$ cat config.mk
export PLATFORM = sky130hd
export DESIGN_NAME = alu_control_unit
export DESIGN_NICKNAME = d
export VERILOG_FILES = /design/src/rtl/alu_ctrl_pkg.sv /design/src/rtl/alu_ctrl_regfile.sv /design/src/rtl/alu_control_unit.sv
export SDC_FILE = /design/constraint.sdc
export NUM_CORES = 1
export LEC_CHECK = 0
export ABC_AREA = 1
export CAP_MARGIN = 5
export CORE_ASPECT_RATIO = 1.1
export CORE_MARGIN = 5
export CORE_UTILIZATION = 37
export CTS_BUF_LIST = sky130_fd_sc_hd__clkbuf_8
export DETAILED_ROUTE_END_ITERATION = 8
export SKIP_LAST_GASP = 1
export SYNTH_ARGS = -nofsm -noshare
export SYNTH_HDL_FRONTEND = slang
export SYNTH_SLANG_ARGS = --single-unit
export TNS_END_PERCENT = 20
$ cat constraint.sdc
create_clock -name CLK -period 2.2 [get_ports CLK]
set_clock_uncertainty 0.15 [all_clocks]
set_input_delay 0.44 -clock CLK [delete_from_list [all_inputs] [get_ports CLK]]
set_output_delay 0.44 -clock CLK [all_outputs]
set_load 0.02 [all_outputs]
$ cat src/rtl/alu_ctrl_pkg.sv
// Shared constants and types for the ALU sequencing control unit: opcodes,
// instruction field positions, FSM state encoding and field-extract helpers.
package alu_ctrl_pkg;

  localparam int unsigned NumRegs   = 4;
  localparam int unsigned DataWidth = 8;
  localparam int unsigned OpWidth   = 3;
  localparam int unsigned RegAw     = 2;

  // Instruction layout: [7:5] opcode, [4] reserved, [3:2] rd, [1:0] rs
  localparam int unsigned OpMsb   = 7;
  localparam int unsigned OpLsb   = 5;
  localparam int unsigned RsvdBit = 4;
  localparam int unsigned RdMsb   = 3;
  localparam int unsigned RdLsb   = 2;
  localparam int unsigned RsMsb   = 1;
  localparam int unsigned RsLsb   = 0;

  typedef logic [OpWidth-1:0]   opcode_t;
  typedef logic [RegAw-1:0]     reg_addr_t;
  typedef logic [DataWidth-1:0] data_t;

  localparam opcode_t OP_AND  = 3'b000;
  localparam opcode_t OP_ADD  = 3'b001;
  localparam opcode_t OP_OR   = 3'b010;
  localparam opcode_t OP_XOR  = 3'b011;
  localparam opcode_t OP_MOV  = 3'b100;
  localparam opcode_t OP_LDI  = 3'b101;
  localparam opcode_t OP_NOP  = 3'b110;
  localparam opcode_t OP_HALT = 3'b111;

  typedef enum logic [1:0] {
    StFetch = 2'b00,
    StExec  = 2'b01,
    StImm   = 2'b10,
    StHalt  = 2'b11
  } state_e;

  function automatic opcode_t get_op(input data_t instr);
    return instr[OpMsb:OpLsb];
  endfunction

  function automatic reg_addr_t get_rd(input data_t instr);
    return instr[RdMsb:RdLsb];
  endfunction

  function automatic reg_addr_t get_rs(input data_t instr);
    return instr[RsMsb:RsLsb];
  endfunction

  // State entered after an instruction byte is accepted in fetch
  function automatic state_e fetch_next(input opcode_t op);
    state_e st;
    unique case (op)
      OP_AND, OP_ADD, OP_OR, OP_XOR, OP_MOV: st = StExec;
      OP_LDI:                                st = StImm;
      OP_NOP:                                st = StFetch;
      default:                               st = StHalt;
    endcase
    return st;
  endfunction

endpackage

$ cat src/rtl/alu_ctrl_regfile.sv
// 4x8 register file: two combinational read ports, one synchronous write port.
// Reads during a write return the pre-write contents.
module alu_ctrl_regfile
  import alu_ctrl_pkg::*;
(
  input  logic      clk_i,
  input  logic      rst_ni,
  input  logic      we_i,
  input  reg_addr_t waddr_i,
  input  data_t     wdata_i,
  input  reg_addr_t raddr_a_i,
  output data_t     rdata_a_o,
  input  reg_addr_t raddr_b_i,
  output data_t     rdata_b_o
);

  data_t regs_q [NumRegs];

  // Storage with asynchronous clear and single write port
  always_ff @(posedge clk_i or negedge rst_ni) begin
    if (!rst_ni) begin
      for (int i = 0; i < NumRegs; i++) begin
        regs_q[i] <= '0;
      end
    end else if (we_i) begin
      regs_q[waddr_i] <= wdata_i;
    end
  end

  // Combinational read ports
  always_comb begin
    rdata_a_o = regs_q[raddr_a_i];
    rdata_b_o = regs_q[raddr_b_i];
  end

endmodule

$ cat src/rtl/alu_control_unit.sv
// Sequencing control unit for the 8-bit ALU. Fetches instruction bytes over a
// valid/ready stream, drives ALU operands/select from the latched instruction,
// and writes results back into a 4x8 register file plus carry flag.
// Optional feature macro: ALU_CTRL_RESULT_PORT_EN adds a register-write
// observation port (RESULT_VALID / RESULT_REG / RESULT_DATA).
module alu_control_unit
  import alu_ctrl_pkg::*;
(
  input  logic       CLK,
  input  logic       RST_N,
  input  logic       INSTR_VALID,
  input  logic [7:0] INSTR_DATA,
  output logic       INSTR_READY,
  output logic [7:0] ALU_A,
  output logic [7:0] ALU_B,
  output logic [2:0] ALU_SEL,
  input  logic [7:0] ALU_RESULT,
  input  logic       ALU_C_OUT,
  output logic [7:0] PC,
  output logic       CARRY_FLAG,
  output logic       HALTED
`ifdef ALU_CTRL_RESULT_PORT_EN
  ,
  output logic       RESULT_VALID,
  output logic [1:0] RESULT_REG,
  output logic [7:0] RESULT_DATA
`endif
);

  state_e    state_q, state_d;
  data_t     ir_q;
  data_t     pc_q;
  logic      carry_q;

  logic      xfer;
  logic      ir_load;
  logic      pc_inc;
  logic      carry_load;
  logic      rf_we;
  reg_addr_t rf_waddr;
  data_t     rf_wdata;
  data_t     rf_rdata_a;
  data_t     rf_rdata_b;

  // Reserved instruction bit carries no meaning
  logic unused_rsvd;
  assign unused_rsvd = ir_q[RsvdBit];

  assign xfer = INSTR_VALID & INSTR_READY;

  // State register
  always_ff @(posedge CLK or negedge RST_N) begin
    if (!RST_N) begin
      state_q <= StFetch;
    end else begin
      state_q <= state_d;
    end
  end

  // Next-state logic
  always_comb begin
    state_d = state_q;
    unique case (state_q)
      StFetch: begin
        if (xfer) begin
          state_d = fetch_next(get_op(INSTR_DATA));
        end
      end
      StExec:  state_d = StFetch;
      StImm: begin
        if (xfer) begin
          state_d = StFetch;
        end
      end
      StHalt:  state_d = StHalt;
      default: state_d = StFetch;
    endcase
  end

  // FSM outputs and datapath controls
  always_comb begin
    INSTR_READY = 1'b0;
    HALTED      = 1'b0;
    ir_load     = 1'b0;
    pc_inc      = 1'b0;
    carry_load  = 1'b0;
    rf_we       = 1'b0;
    rf_waddr    = get_rd(ir_q);
    rf_wdata    = ALU_RESULT;
    unique case (state_q)
      StFetch: begin
        // Ready is held low while reset is asserted
        INSTR_READY = RST_N;
        ir_load     = xfer;
        pc_inc      = xfer;
      end
      StExec: begin
        rf_we      = 1'b1;
        carry_load = 1'b1;
      end
      StImm: begin
        INSTR_READY = RST_N;
        pc_inc      = xfer;
        rf_we       = xfer;
        rf_wdata    = INSTR_DATA;
      end
      StHalt: begin
        HALTED = 1'b1;
      end
      default: ;
    endcase
  end

  // Instruction register, program counter and carry flag
  always_ff @(posedge CLK or negedge RST_N) begin
    if (!RST_N) begin
      ir_q    <= '0;
      pc_q    <= '0;
      carry_q <= 1'b0;
    end else begin
      if (ir_load) begin
        ir_q <= INSTR_DATA;
      end
      if (pc_inc) begin
        pc_q <= pc_q + 8'd1;
      end
      if (carry_load) begin
        carry_q <= ALU_C_OUT;
      end
    end
  end

  alu_ctrl_regfile u_regfile (
    .clk_i     (CLK),
    .rst_ni    (RST_N),
    .we_i      (rf_we),
    .waddr_i   (rf_waddr),
    .wdata_i   (rf_wdata),
    .raddr_a_i (get_rd(ir_q)),
    .rdata_a_o (rf_rdata_a),
    .raddr_b_i (get_rs(ir_q)),
    .rdata_b_o (rf_rdata_b)
  );

  // ALU drive and architectural outputs
  always_comb begin
    ALU_A      = rf_rdata_a;
    ALU_B      = rf_rdata_b;
    ALU_SEL    = get_op(ir_q);
    PC         = pc_q;
    CARRY_FLAG = carry_q;
  end

`ifdef ALU_CTRL_RESULT_PORT_EN
  // Write observation port, zero in cycles without a register write
  always_comb begin
    RESULT_VALID = rf_we;
    RESULT_REG   = rf_we ? rf_waddr : 2'b00;
    RESULT_DATA  = rf_we ? rf_wdata : 8'h00;
  end
`endif

endmodule

=== After elaboration in Yosys (flattened, before gate mapping) ===
Cells that the tools add are included.

* Bits of input ports: 20
* Register bits: 51
* Word-level logic and storage cells: 52

* Eq/ne operators: 11
* Order comparisons: 3
* Reductions and logical operators: 6
* Multiplexer cells: 20
* Bitwise logic cells: 3
* $add $sub $neg: 1

{| class="wikitable"
|+ Operators by type and width
! cell !! number
|-
| $mux W8 || 6
|-
| $bmux W8 S2 || 2
|-
| $bwmux W32 || 1
|-
| $demux W8 S2 || 1
|-
| $eq A3 B3 Y1 const B || 3
|-
| $add A8 B1 Y8 const B || 1
|-
| $pmux W2 S4 || 1
|-
| $eq A3 B2 Y1 const B || 2
|-
| $ge A3 B3 Y1 const B || 2
|-
| $not A2 Y3 || 2
|-
| $pmux W2 S3 || 1
|-
| $mux W1 || 5
|-
| $reduce_or A5 Y1 || 1
|-
| $eq A2 B2 Y1 const B || 2
|-
| $mux W2 || 2
|-
| $ne A2 B2 Y1 const B || 2
|-
| $eq A3 B1 Y1 const B || 1
|-
| $logic_not A3 Y1 || 1
|-
| $lt A3 B1 Y1 const B || 1
|-
| $eq A2 B1 Y1 const B || 1
|-
| $logic_not A2 Y1 || 1
|-
| $pmux W1 S2 || 1
|-
| $reduce_and A2 Y1 || 1
|-
| $reduce_or A2 Y1 || 1
|-
| other kinds (2) || 2
|}

=== Depth between registers and ports, before layout ===
Gate-level depths: netlist of run 1.

* Depth after elaboration: 6
* Gate-level depth with buffers: 10
* Gate-level depth less buffers: 9

=== Cells and area by module ===
Synthesis of run 1 repeated with hierarchy kept, for this count alone.

* Cell total of the unflattened synthesis: 442
* Area total of the unflattened synthesis: 3150.5 sq um

{| class="wikitable"
|+ Modules (own cells, without submodules)
! module !! cells an instance !! instances !! sequential area each (sq um) !! area each (sq um)
|-
| alu_ctrl_regfile || 297 || 1 || 800.8 || 2053.2
|-
| alu_control_unit || 145 || 1 || 450.4 || 1097.3
|}

=== Worst setup path after synthesis of run 1 ===
OpenSTA, ideal clock, no wires.

* Kind: reg2out
* Start: register ir_q[0]
* End: output port ALU_B[4]
* Data arrival time: 1.340 ns
* Data required time: 1.610 ns
* Setup slack: 0.270 ns
* Stages on the path, launching flop included: 6
* Buffers on the path: 2
* Cell sequence: dfrtp_1 -> clkbuf_1 -> inv_1 -> clkbuf_1 -> o21ai_0 -> o22ai_1

* Longest elaborated chain between the ends: 4

{| class="wikitable"
|+ Ends and longest elaborated chain
! item !! RTL line !! text
|-
| start, declared || alu_control_unit.sv:31 || <nowiki>data_t ir_q;</nowiki>
|-
| start signal, assigned || alu_control_unit.sv:117 || <nowiki>ir_q <= '0;</nowiki>
|-
| start signal, assigned || alu_control_unit.sv:122 || <nowiki>ir_q <= INSTR_DATA;</nowiki>
|-
| $not A2 Y3 (not written as such) || alu_ctrl_regfile.sv:33 || <nowiki>rdata_b_o = regs_q[raddr_b_i];</nowiki>
|-
| $bmux W8 S2 || alu_ctrl_regfile.sv:33 ||
|-
| $mux W8 (not written as such) (2 in series) || alu_ctrl_regfile.sv:33 ||
|-
| end, declared || alu_control_unit.sv:15 || <nowiki>output logic [7:0] ALU_B,</nowiki>
|}

Every way passes these cells. The select of a mux whose other input is x is not followed.

=== Worst setup path in the final report of run 1 ===
* Start: register ir_q[1]
* End: output port ALU_B[1]

Same word-level chain as after synthesis.

==> impl_metrics.tcl, run 1 <==
set metrics [dict create \
    outcome "finished, violations left" \
    violations "setup timing" \
    detail_route.vias_per_cell 5.283 \
    final_nets 451 \
    finalCritPeriodShare_pct 111.5 \
    chipWidth_um 93.21 \
    setup_viol_count_final 9 \
    finalMaxSlewViolations 0 \
    avgSynthCellArea_sq_um 7.762 \
    drt_iter0_drc 155 \
    routabilityCongestion 0.8507 \
    hold_violations 0 \
    avgRoutedWirePerCell_um 15.52 \
    maximum_vdd_ir_drop_mv 0.2367 \
    grt_max_degree 51 \
    ctsLongestPathBuffers 2 \
    insertedDiodeCount 0 \
    area_delta_synth_final_pct 29.00 \
    layout_commonest_cell "nand2_1" \
    die_height_um 101.5 \
    ys_warnings 0 \
    timing.max_slew.rel_slack_pct 54.82 \
    grtUsageTotal_pct 17.97 \
    layout_common_cells "nand2_1 (128), dfrtp_1 (50), clkdlybuf4s50_1 (37)" \
    design.portCount 50 \
    placed_area_sq_mm 0.003525 \
    n_fill_cell 766 \
    syn-instance-count 363 \
    numClockSinks 50 \
    final_core_util_pct 48.91 \
    post-route-worst-setup-slack_ns -0.2521 \
    place.port_buffers 49 \
    cts_hold_repair.buffers 0 \
    design_area_sq_mm 0.003635 \
    critPathMaxFanout 6 \
    layout-drive-gt1-share_pct 13.15 \
    worst-slew-pin-transition_ns 0.6776 \
    grt_setup_unrepaired "yes" \
    worst-endpoint-required_ns 1.61 \
    maxClockFrequency_mhz 407.8 \
    core_region_area_sq_mm 0.007432 \
    pwr_density_cell_mw_per_mm2 459.7 \
    cpMaxStageDelayCell "clkdlybuf4s50_1" \
    post-dp-hpwl_um 5900 \
    synth_seq_cells 50 \
    critical-path-top-delay-family "buffers and inverters" \
    dieArea_sq_mm 0.009463 \
    overflow 0 \
    via_count_of_the_first_global_routing_pass 2611 \
    initial_core_util_pct 37.91 \
    grt_antenna_before_repair 0 \
    routed_wirelength_um 7963 \
    synth-seq-area-share_pct 44.40 \
    timing.critical_path.buf_inv 2 \
    drt-pass1-iter-count 5 \
    via_count 2710 \
    synth_cell_type_count 30 \
    htree_levels 2 \
    cts_post_setup_buffers_inserted 0 \
    worstSetupEndpointType "primary output" \
    timing.critical_path.slowest_cell_delay_ns 0.64 \
    drt.antenna.violating_nets 0 \
    start_kind "register" \
    power_leakage_nw 1.948 \
    min-delay-path-class "primary input to async pin" \
    critical_path.cell_chain "buf_4, o21ai_0, o22ai_1, clkdlybuf4s50_1" \
    row_count 33 \
    clock_transition_at_the_registers_of_the_reported_paths_ns 0.09 \
    drt_drc_violations_left 0 \
    timing.critical_path.arrival_ns 1.86 \
    synth_fp_nets 389 \
    cts_tree "yes" \
    critPathKind "register to primary output" \
    cts_inserted_buffers 5 \
    design_power_total_w 0.001671 \
    synth.cell_area_sq_mm 0.002818 \
    clock_insertion_delay_at_the_later_pin_of_the_skew_report_ns 0.30 \
    rrSetupSlack_ns 0.25 \
    cts-root-buf "clkbuf_8" \
    grt_first_pass_wirelength_um 13410 \
    cap_viol_max_count 0 \
    period_needed_ns 2.452 \
]
stage by stage:
stage / cells / hold WS (ns) / worst slack [ns] / setup TNS [ns]
4_1_cts: 513 / 0.3187 / -0.2692 / -2.380
5_1_grt: 513 / 0.3477 / -0.3205 / -2.583
6_report: 513 / 0.2855 / -0.2521 / -1.463
3_3_place_gp: 505 / 0.3098 / -0.01579 / -0.01579
2_1_floorplan: 363 / -0.005591 / 0.2698 / 0
3_5_place_dp: 505 / 0.3210 / -0.05619 / -0.3171
registers in the layout, summed over array words and instances (netlist names):
name	cells
ir_q	7
u_regfile.regs_q	32
CARRY_FLAG	1
state_q	2
PC	8
cell families after synthesis:
logic type,after synthesis,share of synthesized area (%)
buf+inv,45,7.238
flops,50,44.40
simple gates,204,32.42
xor+xnor,3,0.9327
fa+ha+maj,6,2.664
compound gates,55,12.34
timing repair:
| action | in CTS | in global routing |
|---|---|---|
| gates cloned | 0 | 0 |
| gates resized for setup | 15 | 3 |
| endpoints found under the setup margin | 17 | 17 |
Yosys cell counts:
master | number | area (sq um)
a21oi_2 | 1 | 8.760
a22oi_1 | 15 | 112.6
buf_1 | 2 | 7.510
buf_2 | 2 | 10.01
buf_4 | 6 | 45.04
buf_6 | 1 | 11.26
clkbuf_1 | 9 | 33.78
clkinv_1 | 2 | 7.510
dfrtp_1 | 50 | 1251
ha_1 | 6 | 75.07
inv_1 | 21 | 78.83
inv_2 | 1 | 3.750
inv_4 | 1 | 6.260
nand2_1 | 128 | 480.5
nand2_2 | 2 | 12.51
nand2_4 | 1 | 11.26
nand3_1 | 8 | 40.04
nand3_2 | 4 | 40.04
nand3b_1 | 1 | 7.510
nand4_1 | 35 | 219.0
nor2_1 | 21 | 78.83
nor2_2 | 3 | 18.77
nor3_1 | 1 | 5.000
o21ai_0 | 23 | 115.1
o21ai_1 | 2 | 10.01
o21ai_2 | 5 | 43.79
o22ai_1 | 8 | 50.05
o31ai_1 | 1 | 7.510
xnor2_1 | 1 | 8.760
xor2_1 | 2 | 17.52
tightest hold or removal path, stage by stage:
cell   delay, ns
buf_2       0.13
buf_4       0.12
buf_4       0.54
final cells by class:
| class | count | area, sq um | area share [%] |
|---|---|---|---|
| flip-flops and latches | 50 | 1251 | 34.42 |
| well taps | 87 | 108.9 | 2.995 |
| inverters | 25 | 97.59 | 2.685 |
| repair buffers | 75 | 708.2 | 19.48 |
| clock inverters | 3 | 37.54 | 1.033 |
| clock buffers | 5 | 68.82 | 1.893 |
| multi-input cells | 268 | 1363 | 37.49 |
final timing paths:
check | startpoint | to | cells past startpoint
worst max-delay path | ir_q[1]$_DFFE_PN0P_ | ALU_B[1] | 4
worst max register to register | state_q[0]$_DFFE_PN0P_ | u_regfile.regs_q[7]$_DFFE_PN0P_ | 9
min in group CLK | CARRY_FLAG$_DFFE_PN0P_ | CARRY_FLAG$_DFFE_PN0P_ | 2
worst min register to register | CARRY_FLAG$_DFFE_PN0P_ | CARRY_FLAG$_DFFE_PN0P_ | 2
max in group asynchronous | RST_N | u_regfile.regs_q[20]$_DFFE_PN0P_ | 3
worst min-delay path | RST_N | u_regfile.regs_q[3]$_DFFE_PN0P_ | 3
layer usage:
layer | wire, um | track usage, %
met5 | 0 | 0
met1 | 3741 | 25.23
met3 | 495 | 4.532
met2 | 3613 | 27.76
met4 | 112 | 4.735
where the power goes:
| part | leakage [nW] | switching [W] | total [W] | internal (W) |
|---|---|---|---|---|
| clock | 0.0607 | 0.000310 | 0.000642 | 0.000332 |
| combinational | 1.22 | 0.0000551 | 0.000102 | 0.0000472 |
| sequential | 0.666 | 0.00000510 | 0.000927 | 0.000922 |
Power figures use the tool's default switching activity.
==> run 2, diff against run 1 <==
--- a/config.mk
+++ b/config.mk
@@ -12,6 +12,8 @@
 export CORE_UTILIZATION = 37
 export CTS_BUF_LIST = sky130_fd_sc_hd__clkbuf_8
 export DETAILED_ROUTE_END_ITERATION = 8
+export GPL_TIMING_DRIVEN = 1
+export SKIP_CTS_REPAIR_TIMING = 1
 export SKIP_LAST_GASP = 1
 export SYNTH_ARGS = -nofsm -noshare
 export SYNTH_HDL_FRONTEND = slang
==> run 2 against run 1 <==
  * Sequential cell count unchanged
  * First-iteration DRC count is 14% lower
  * Clock power decreased by 0.6%
  * Fmax decreased by 1.4%
  * Non-clock buffer count rose by 1
  * Sequential share of layout area is 0.31 points lower
  * Via count grew 1.5%
  * Wire length rose by 1.6%
  * Largest power group unchanged
  * Register-to-register slack about the same
  * Global-route usage is essentially flat
  * Critical path type unchanged
  * Die area did not move
  * The run still ends with setup timing left
  * Highest routed layer unchanged
==> impl_metrics.tcl, run 2 (same netlist as run 1, synthesis figures left out) <==
set metrics [dict create \
    cts_inserted_buffers 5 \
    finalMaxSlewViolations 0 \
    die_height_um 101.5 \
    post-route-worst-setup-slack_ns -0.2881 \
    grtUsageTotal_pct 17.99 \
    min-delay-path-class "primary input to async pin" \
    insertedDiodeCount 0 \
    critPathKind "register to primary output" \
    drt_iter0_drc 133 \
    detail_route.vias_per_cell 5.342 \
    routabilityCongestion 0.8507 \
    layout_common_cells "nand2_1 (127), dfrtp_1 (49), clkdlybuf4s50_1 (39)" \
    violations "setup timing" \
    drt_drc_violations_left 0 \
    critPathMaxFanout 6 \
    row_count 33 \
    cap_viol_max_count 0 \
    via_count 2751 \
    maximum_vdd_ir_drop_mv 0.2370 \
    area_delta_synth_final_pct 30.28 \
    period_needed_ns 2.488 \
    grt_setup_unrepaired "yes" \
    core_region_area_sq_mm 0.007432 \
    setup_viol_count_final 8 \
    cts-root-buf "clkbuf_8" \
    initial_core_util_pct 37.91 \
    layout-drive-gt1-share_pct 14.25 \
    n_fill_cell 759 \
    timing.critical_path.arrival_ns 1.90 \
    clock_transition_at_the_registers_of_the_reported_paths_ns 0.09 \
    pwr_density_cell_mw_per_mm2 454.1 \
    drt.antenna.violating_nets 0 \
    layout_commonest_cell "nand2_1" \
    largest_reg_flops 32 \
    worst-slew-pin-transition_ns 0.6704 \
    post-dp-hpwl_um 5900 \
    dieArea_sq_mm 0.009463 \
    worstSetupEndpointType "primary output" \
    hold_violations 0 \
    htree_levels 2 \
    via_count_of_the_first_global_routing_pass 2614 \
    finalCritPeriodShare_pct 113.1 \
    grt_antenna_before_repair 0 \
    avgRoutedWirePerCell_um 15.71 \
    fin_hold_ws_ns 0.2808 \
    start_kind "register" \
    top_register "u_regfile.regs_q" \
    place.port_buffers 49 \
    grt_first_pass_wirelength_um 13430 \
    power_leakage_nw 2.010 \
    drt-pass1-iter-count 4 \
    timing.reg2reg.worst_path_depth 10 \
    maxClockFrequency_mhz 401.9 \
    clock_insertion_delay_at_the_later_pin_of_the_skew_report_ns 0.30 \
    setup_tns_ns -2.006 \
    outcome "finished, violations left" \
    reg2reg_from "state_q[0]$_DFFE_PN0P_" \
    cts_tree "yes" \
    grt_max_degree 51 \
    worst-endpoint-required_ns 1.61 \
    overflow 0 \
    routed_wirelength_um 8090 \
    timing.max_slew.rel_slack_pct 55.30 \
    final_core_util_pct 49.39 \
    final_nets 453 \
    numClockSinks 50 \
    design.portCount 50 \
    chipWidth_um 93.21 \
    rrSetupSlack_ns 0.25 \
    rr_endpoint "u_regfile.regs_q[0]$_DFFE_PN0P_" \
    ctsLongestPathBuffers 2 \
]
[run 2: cell types whose count changed in the layout (fill, tap and decap cells not counted), sizes merged]
| cell | delta |
|---|---|
| dlygate4sd2 | -6 |
| dlymetal6s2s | +4 |
| clkbuf | +2 |
| clkdlybuf4s15 | -2 |
| clkdlybuf4s50 | +2 |
| clkinvlp | +2 |
| buf | +1 |
| clkinv | -1 |
[run 2: cell type report]
cell class | count | area [sq um] | share of cell area [%]
repair buffers | 76 | 720.7 | 19.63
multi-input cells | 268 | 1375 | 37.46
repair inverters | 1 | 7.507 | 0.2045
flip-flops and latches | 50 | 1252 | 34.12
inverters | 25 | 100.1 | 2.727
well taps | 87 | 108.9 | 2.965
clock buffers | 5 | 68.82 | 1.875
clock inverters | 3 | 37.54 | 1.022
[run 2: worst max path at each step]
stage	start	end	slack [ns]	depth (start not counted)
after global placement	ir_q[2]$_DFFE_PN0P_	ALU_A[6]	-0.02	6
after floorplan	ir_q[0]$_DFFE_PN0P_	ALU_B[4]	0.27	5
after CTS	ir_q[2]$_DFFE_PN0P_	ALU_A[6]	-0.40	6
after global routing	ir_q[1]$_DFFE_PN0P_	ALU_B[4]	-0.36	4
after detailed placement	ir_q[2]$_DFFE_PN0P_	ALU_A[6]	-0.06	6
final	ir_q[1]$_DFFE_PN0P_	ALU_B[4]	-0.29	4
[run 2: layer usage]
metal | vias up | global-route usage (%) | routed length [um]
li1 | 1349 | - | -
met1 | 1286 | 25.23 | 3697
met2 | 104 | 27.81 | 3700
met3 | 12 | 4.532 | 579
met4 | 0 | 4.735 | 113
met5 | - | 0 | 0
[run 2: power breakdown]
group / leakage, nW / internal (W) / switching, W
clock network: 0.0607 / 0.000332 / 0.000306
logic: 1.29 / 0.0000472 / 0.0000550
registers: 0.664 / 0.000922 / 0.00000512
total: 2.01 / 0.00130 / 0.000366
[run 2: worst max-delay path, stage by stage (launching register included)]
cell             delay, ns
dfrtp_1               0.49
buf_4                 0.19
o21ai_0               0.08
o22ai_1               0.20
clkdlybuf4s50_1       0.64
[run 2: per-stage QoR]
| step | std cells | total power [W] | instance area [sq um] | setup WS, ns |
|---|---|---|---|---|
| 2_1_floorplan | 363 | 0.0009701 | 2818 | 0.2698 |
| 3_3_place_gp | 505 | 0.001049 | 3525 | -0.01579 |
| 3_5_place_dp | 505 | 0.001050 | 3525 | -0.05619 |
| 4_1_cts | 513 | 0.001695 | 3631 | -0.3976 |
| 5_1_grt | 515 | 0.001746 | 3671 | -0.3585 |
| 6_report | 515 | 0.001667 | 3671 | -0.2881 |
